<file path="config.mk">
export PLATFORM = sky130hd
export DESIGN_NAME = fdivsqrt_iter_sched
export DESIGN_NICKNAME = d
export VERILOG_FILES = /design/src/rtl/fdivsqrt_iter_sched.sv
export SDC_FILE = /design/constraint.sdc
export NUM_CORES = 1
export LEC_CHECK = 0
export CAP_MARGIN = 20
export CORE_MARGIN = 3
export CORE_UTILIZATION = 48
export CTS_BUF_LIST = sky130_fd_sc_hd__clkbuf_16
export CTS_CLUSTER_SIZE = 10
export DETAILED_ROUTE_END_ITERATION = 6
export PLACE_DENSITY = 0.79
export SETUP_SLACK_MARGIN = 0.02
export SLEW_MARGIN = 30
export SYNTH_ARGS = -nofsm -noshare
export SYNTH_HDL_FRONTEND = slang
export SYNTH_SLANG_ARGS = --single-unit
</file>
<file path="constraint.sdc">
create_clock -name clk -period 5.5 [get_ports clk]
set_input_delay 1.65 -clock clk [delete_from_list [all_inputs] [get_ports clk]]
set_output_delay 1.65 -clock clk [all_outputs]
set_load 0.01 [all_outputs]
</file>
<file path="src/rtl/fdivsqrt_iter_sched.sv">
// fdivsqrt_iter_sched: cycle sequencer for the radix-4 divide/sqrt recurrence.
// Accepts an operation, works out how many recurrence cycles the requested
// quotient width needs, drives the datapath init/iterate/j1/j2 strobes and
// then holds a completion handshake until the result consumer takes it.
module fdivsqrt_iter_sched #(
    parameter int DIVCOPIES = 2,
    parameter int MAXCYC    = 32,
    parameter int RBW       = 8,
    parameter int CW        = $clog2(MAXCYC + 1)
) (
    input  logic           clk,
    input  logic           reset,
    input  logic           StartValid,
    output logic           StartReady,
    input  logic           SqrtE,
    input  logic           SpecialCase,
    input  logic [RBW-1:0] ResultBits,
    input  logic           Stall,
    input  logic           Flush,
    output logic           Init,
    output logic           IterEn,
    output logic           j1,
    output logic           j2,
    output logic [CW-1:0]  CycleCnt,
    output logic           Busy,
    output logic           DoneValid,
    input  logic           DoneReady
);

    // Quotient bits retired per clock across all chained radix-4 stages.
    localparam int BPC = 2 * DIVCOPIES;

    typedef enum logic [1:0] {
        IDLE = 2'd0,
        ITER = 2'd1,
        DONE = 2'd2
    } state_t;

    state_t         state;
    logic [CW-1:0]  cnt;
    logic           sqrt_q;
    // Iterations already performed, saturating at 2; only used to place j1/j2.
    logic [1:0]     iters;

    logic [RBW:0]   n_raw;
    logic [CW-1:0]  n_cyc;
    logic           accept;

    // Recurrence cycle count: ceil(ResultBits / BPC), at least 1, at most MAXCYC.
    always_comb begin
        // NOTE: every always_comb output gets a default first so no path leaves it unassigned (no latch).
        n_cyc = CW'(1);
        n_raw = ({1'b0, ResultBits} + (RBW + 1)'(BPC - 1)) / (RBW + 1)'(BPC);
        if (n_raw == '0)
            n_cyc = CW'(1);
        else if (n_raw > (RBW + 1)'(MAXCYC))
            n_cyc = CW'(MAXCYC);
        else
            n_cyc = CW'(n_raw);
    end

    // Handshake and datapath strobes; flush masks everything in its own cycle.
    always_comb begin
        StartReady = ~Flush & ((state == IDLE) | ((state == DONE) & DoneReady));
        accept     = StartValid & StartReady;
        Init       = accept;
        IterEn     = (state == ITER) & ~Stall & ~Flush;
        j1         = IterEn & sqrt_q & (iters == 2'd0);
        j2         = IterEn & sqrt_q & (iters == 2'd1);
        Busy       = (state != IDLE);
        DoneValid  = (state == DONE);
        CycleCnt   = cnt;
    end

    // Sequencer state, remaining-cycle counter and latched operation type.
    always_ff @(posedge clk) begin
        // NOTE: state registers use non-blocking assignment so every flop sees pre-edge values.
        if (reset) begin
            state  <= IDLE;
            cnt    <= '0;
            sqrt_q <= 1'b0;
            iters  <= 2'd0;
        end else if (Flush) begin
            state <= IDLE;
            cnt   <= '0;
            iters <= 2'd0;
        end else begin
            case (state)
                IDLE, DONE: begin
                    if (accept) begin
                        sqrt_q <= SqrtE;
                        iters  <= 2'd0;
                        if (SpecialCase) begin
                            state <= DONE;
                            cnt   <= '0;
                        end else begin
                            state <= ITER;
                            cnt   <= n_cyc;
                        end
                    end else if ((state == DONE) && DoneReady) begin
                        state <= IDLE;
                    end
                end
                ITER: begin
                    if (!Stall) begin
                        if (iters != 2'd2)
                            iters <= iters + 2'd1;
                        if (cnt == CW'(1)) begin
                            state <= DONE;
                            cnt   <= '0;
                        end else begin
                            cnt <= cnt - CW'(1);
                        end
                    end
                end
                default: begin
                    state <= IDLE;
                    cnt   <= '0;
                end
            endcase
        end
    end

endmodule
</file>
==> results.py <==
metrics = {
    "timing": {
        "fin_skew_ps": 2.634,
        "fin_crit_sh": 0.8799,
        "tns_ps": 0,
        "fin_crit_ps": 4839,
        "fin_ws_ps": 660.6,
        "worst_pin_slew_ps": 519.5,
        "relSlewSlack": 0.6514,
        "setup_viol": 0,
        "hold_violations": 0,
        "fmax_mhz": 206.6,
        "finalMaxSlewViolations": 0,
        "rsz0062_at_grt": "false",
    },
    "yosys": {
        "synth_warnings": 0,
        "synth.avg_cell_area_um2": 7.571,
        "synthXorXnorAreaFrac": 0.04944,
        "synth-async-reset-ratio": 0,
        "synthCells": 117,
        "synth-edff-count": 0,
        "synth_top_family_by_area": "simple AND/OR/NAND/NOR gates",
        "ys_types": 41,
        "synth_compound_area_frac": 0.2415,
        "ys_seq_area_frac": 0.2486,
        "synthSimpleGateAreaFrac": 0.3037,
        "synth_top_flop_cell": "dfxtp_1",
        "syn-cell-area_um2": 885.9,
        "synthMuxAreaShare": 0.03531,
        "synthesis.nets": 138,
        "synth.ff_latch_count": 11,
        "synthAdderAreaFrac": 0.07062,
    },
    "clock_tree": {
        "cts_resized": 0,
        "numCtsBuffers": 3,
        "clock_tree.root_cell": "clkbuf_16",
        "cts-hold-fix-buffers": 0,
        "cts_htree_levels": 1,
        "clk_pin_slew_worst_paths_ps": 40,
        "clk_latency_ps": 240,
        "cts.sinks": 11,
        "cts_tree": "yes",
        "post_cts_buffers": 0,
        "clockBufferDepth": 2,
    },
    "floorplan": {
        "fp-row-count": 14,
        "num_io_pins": 29,
        "die_area_um2": 2397,
        "core_um2": 1612,
        "start_util": 0.5497,
        "die_w_um": 48.96,
        "fp.dieH_um": 48.96,
    },
    "global_routing": {
        "grt_start_max_net_pins": 12,
        "track_usage": 0.2251,
        "grt_pass1_vias": 957,
        "grt_overflow_total": 0,
        "grt_pass1_wl_mm": 4.202,
        "antenna_found_initial": 0,
    },
    "final_layout": {
        "drive_gt1_frac": 0.08276,
        "nets": 167,
        "mostFrequentLayoutCells": "28 x clkdlybuf4s50_1, 13 x nor2_1, 12 x a21oi_1",
        "final_common_cell": "clkdlybuf4s50_1",
        "syn_to_final_growth_pct": 42.23,
        "utilization": 0.7818,
        "antenna_cells": 0,
        "stdcell_count": 169,
    },
    "place": {
        "dp_hpwl_mm": 1.918,
        "place.gp.congestion": 0.8450,
        "io_buffers": 28,
        "place_inst": 165,
        "preCtsSetupSlack_ps": 676.6,
    },
    "power": {
        "p_leak_uw": 0.0004524,
        "powerDensity_nw_per_um2": 206.6,
        "ir_worst_vdd_mv": 0.2500,
        "total_power_uw": 260.3,
    },
    "run": {
        "maxCapViolCount": 0,
    },
    "critical_path": {
        "path_class": "in2out",
        "arrival_ps": 3190,
        "worstPathRequired_ps": 3850,
        "cp_max_fo": 5,
        "crit_path_end_kind": "output pin",
        "start_kind": "input pin",
    },
    "route": {
        "drtIter0Drc": 21,
        "via_count": 962,
        "via_per_inst": 5.692,
        "ant_nets": 0,
        "wl_per_cell_um": 14.79,
        "wl_mm": 2.499,
        "drt_first_pass_iters": 4,
        "drc": 0,
    },
    "min_path": {
        "min_path_type": "reg2reg",
    },
    "outcome": {
        "outcome": "finished, final reports clean",
    },
}
metal layers:
layer  share of wire  global-route usage
met5               0                   0
met4           0.024              0.1374
met3           0.058             0.04587
met2            0.49              0.3846
met1            0.42              0.2546
worst paths after layout:
kind                     from          end  slack [ps]  depth (start not counted)
setup / recovery        Stall           j2         660                          4
hold reg to reg        sqrt_q       sqrt_q         480                          2
hold / removal         sqrt_q       sqrt_q         480                          2
setup reg to reg  CycleCnt[4]  CycleCnt[4]        3570                          5
synthesized netlist by cell type, types with 2 or more instances:
cell	instances	area, um2
nor2_1	13	48.80
a21oi_1	12	60.06
dfxtp_1	11	220.2
inv_1	8	30.03
nand2_1	7	26.28
ha_1	5	62.56
nor3_1	5	25.02
o21ai_0	5	25.02
xnor2_1	4	35.03
clkbuf_1	3	11.26
nor3b_1	3	22.52
or2_2	3	18.77
a211oi_1	2	15.01
a31oi_1	2	12.51
and2_1	2	12.51
and3_1	2	12.51
mux2i_1	2	20.02
nand2b_1	2	12.51
nor2b_1	2	12.51
nor4_1	2	12.51
o22ai_1	2	12.51
where the power goes:
| group | internal, uW | total [uW] | switching, uW |
|---|---|---|---|
| combinational | 23.8 | 46.1 | 22.3 |
| clock | 95.4 | 131 | 35.8 |
| sequential | 81.4 | 83.0 | 1.61 |
| total | 201 | 260 | 59.6 |
through the flow:
stage / area, um2 / hold WS, ps
3_5_place_dp: 1181 / 471.7
3_3_place_gp: 1181 / 461.9
5_1_grt: 1260 / 492.7
2_1_floorplan: 885.9 / 434.4
4_1_cts: 1260 / 477.0
6_report: 1260 / 477.8
worst max-delay path: stages:
cell and delay [ps]:
clkdlybuf4s50_1 490, nor3_1 320, and3_1 200, clkdlybuf4s50_1 530
flip-flops by register name, indices dropped and copies added, names as in the netlist:
signal,count
CycleCnt,6
state,2
iters,2
sqrt_q,1
layout make-up:
type                            count  area, um2
Inverter                            8      30.03
Clock inverter                      1      3.754
Sequential cell                    11      220.2
Fill cell                         131      351.6
Tap cell                           24      30.03
Multi-Input combinational cell     94      620.6
Timing Repair Buffer               28      280.3
Clock buffer                        3      75.07
logic make-up (layout without fill, tap and decap cells):
kind of cell    Yosys count  in the layout
simple gates             48             48
compound gates           33             33
mux                       3              3
flops                    11             11
buf+inv                  12             40
xor+xnor                  5              5
fa+ha+maj                 5              5
(Power assumes the default switching activity.)
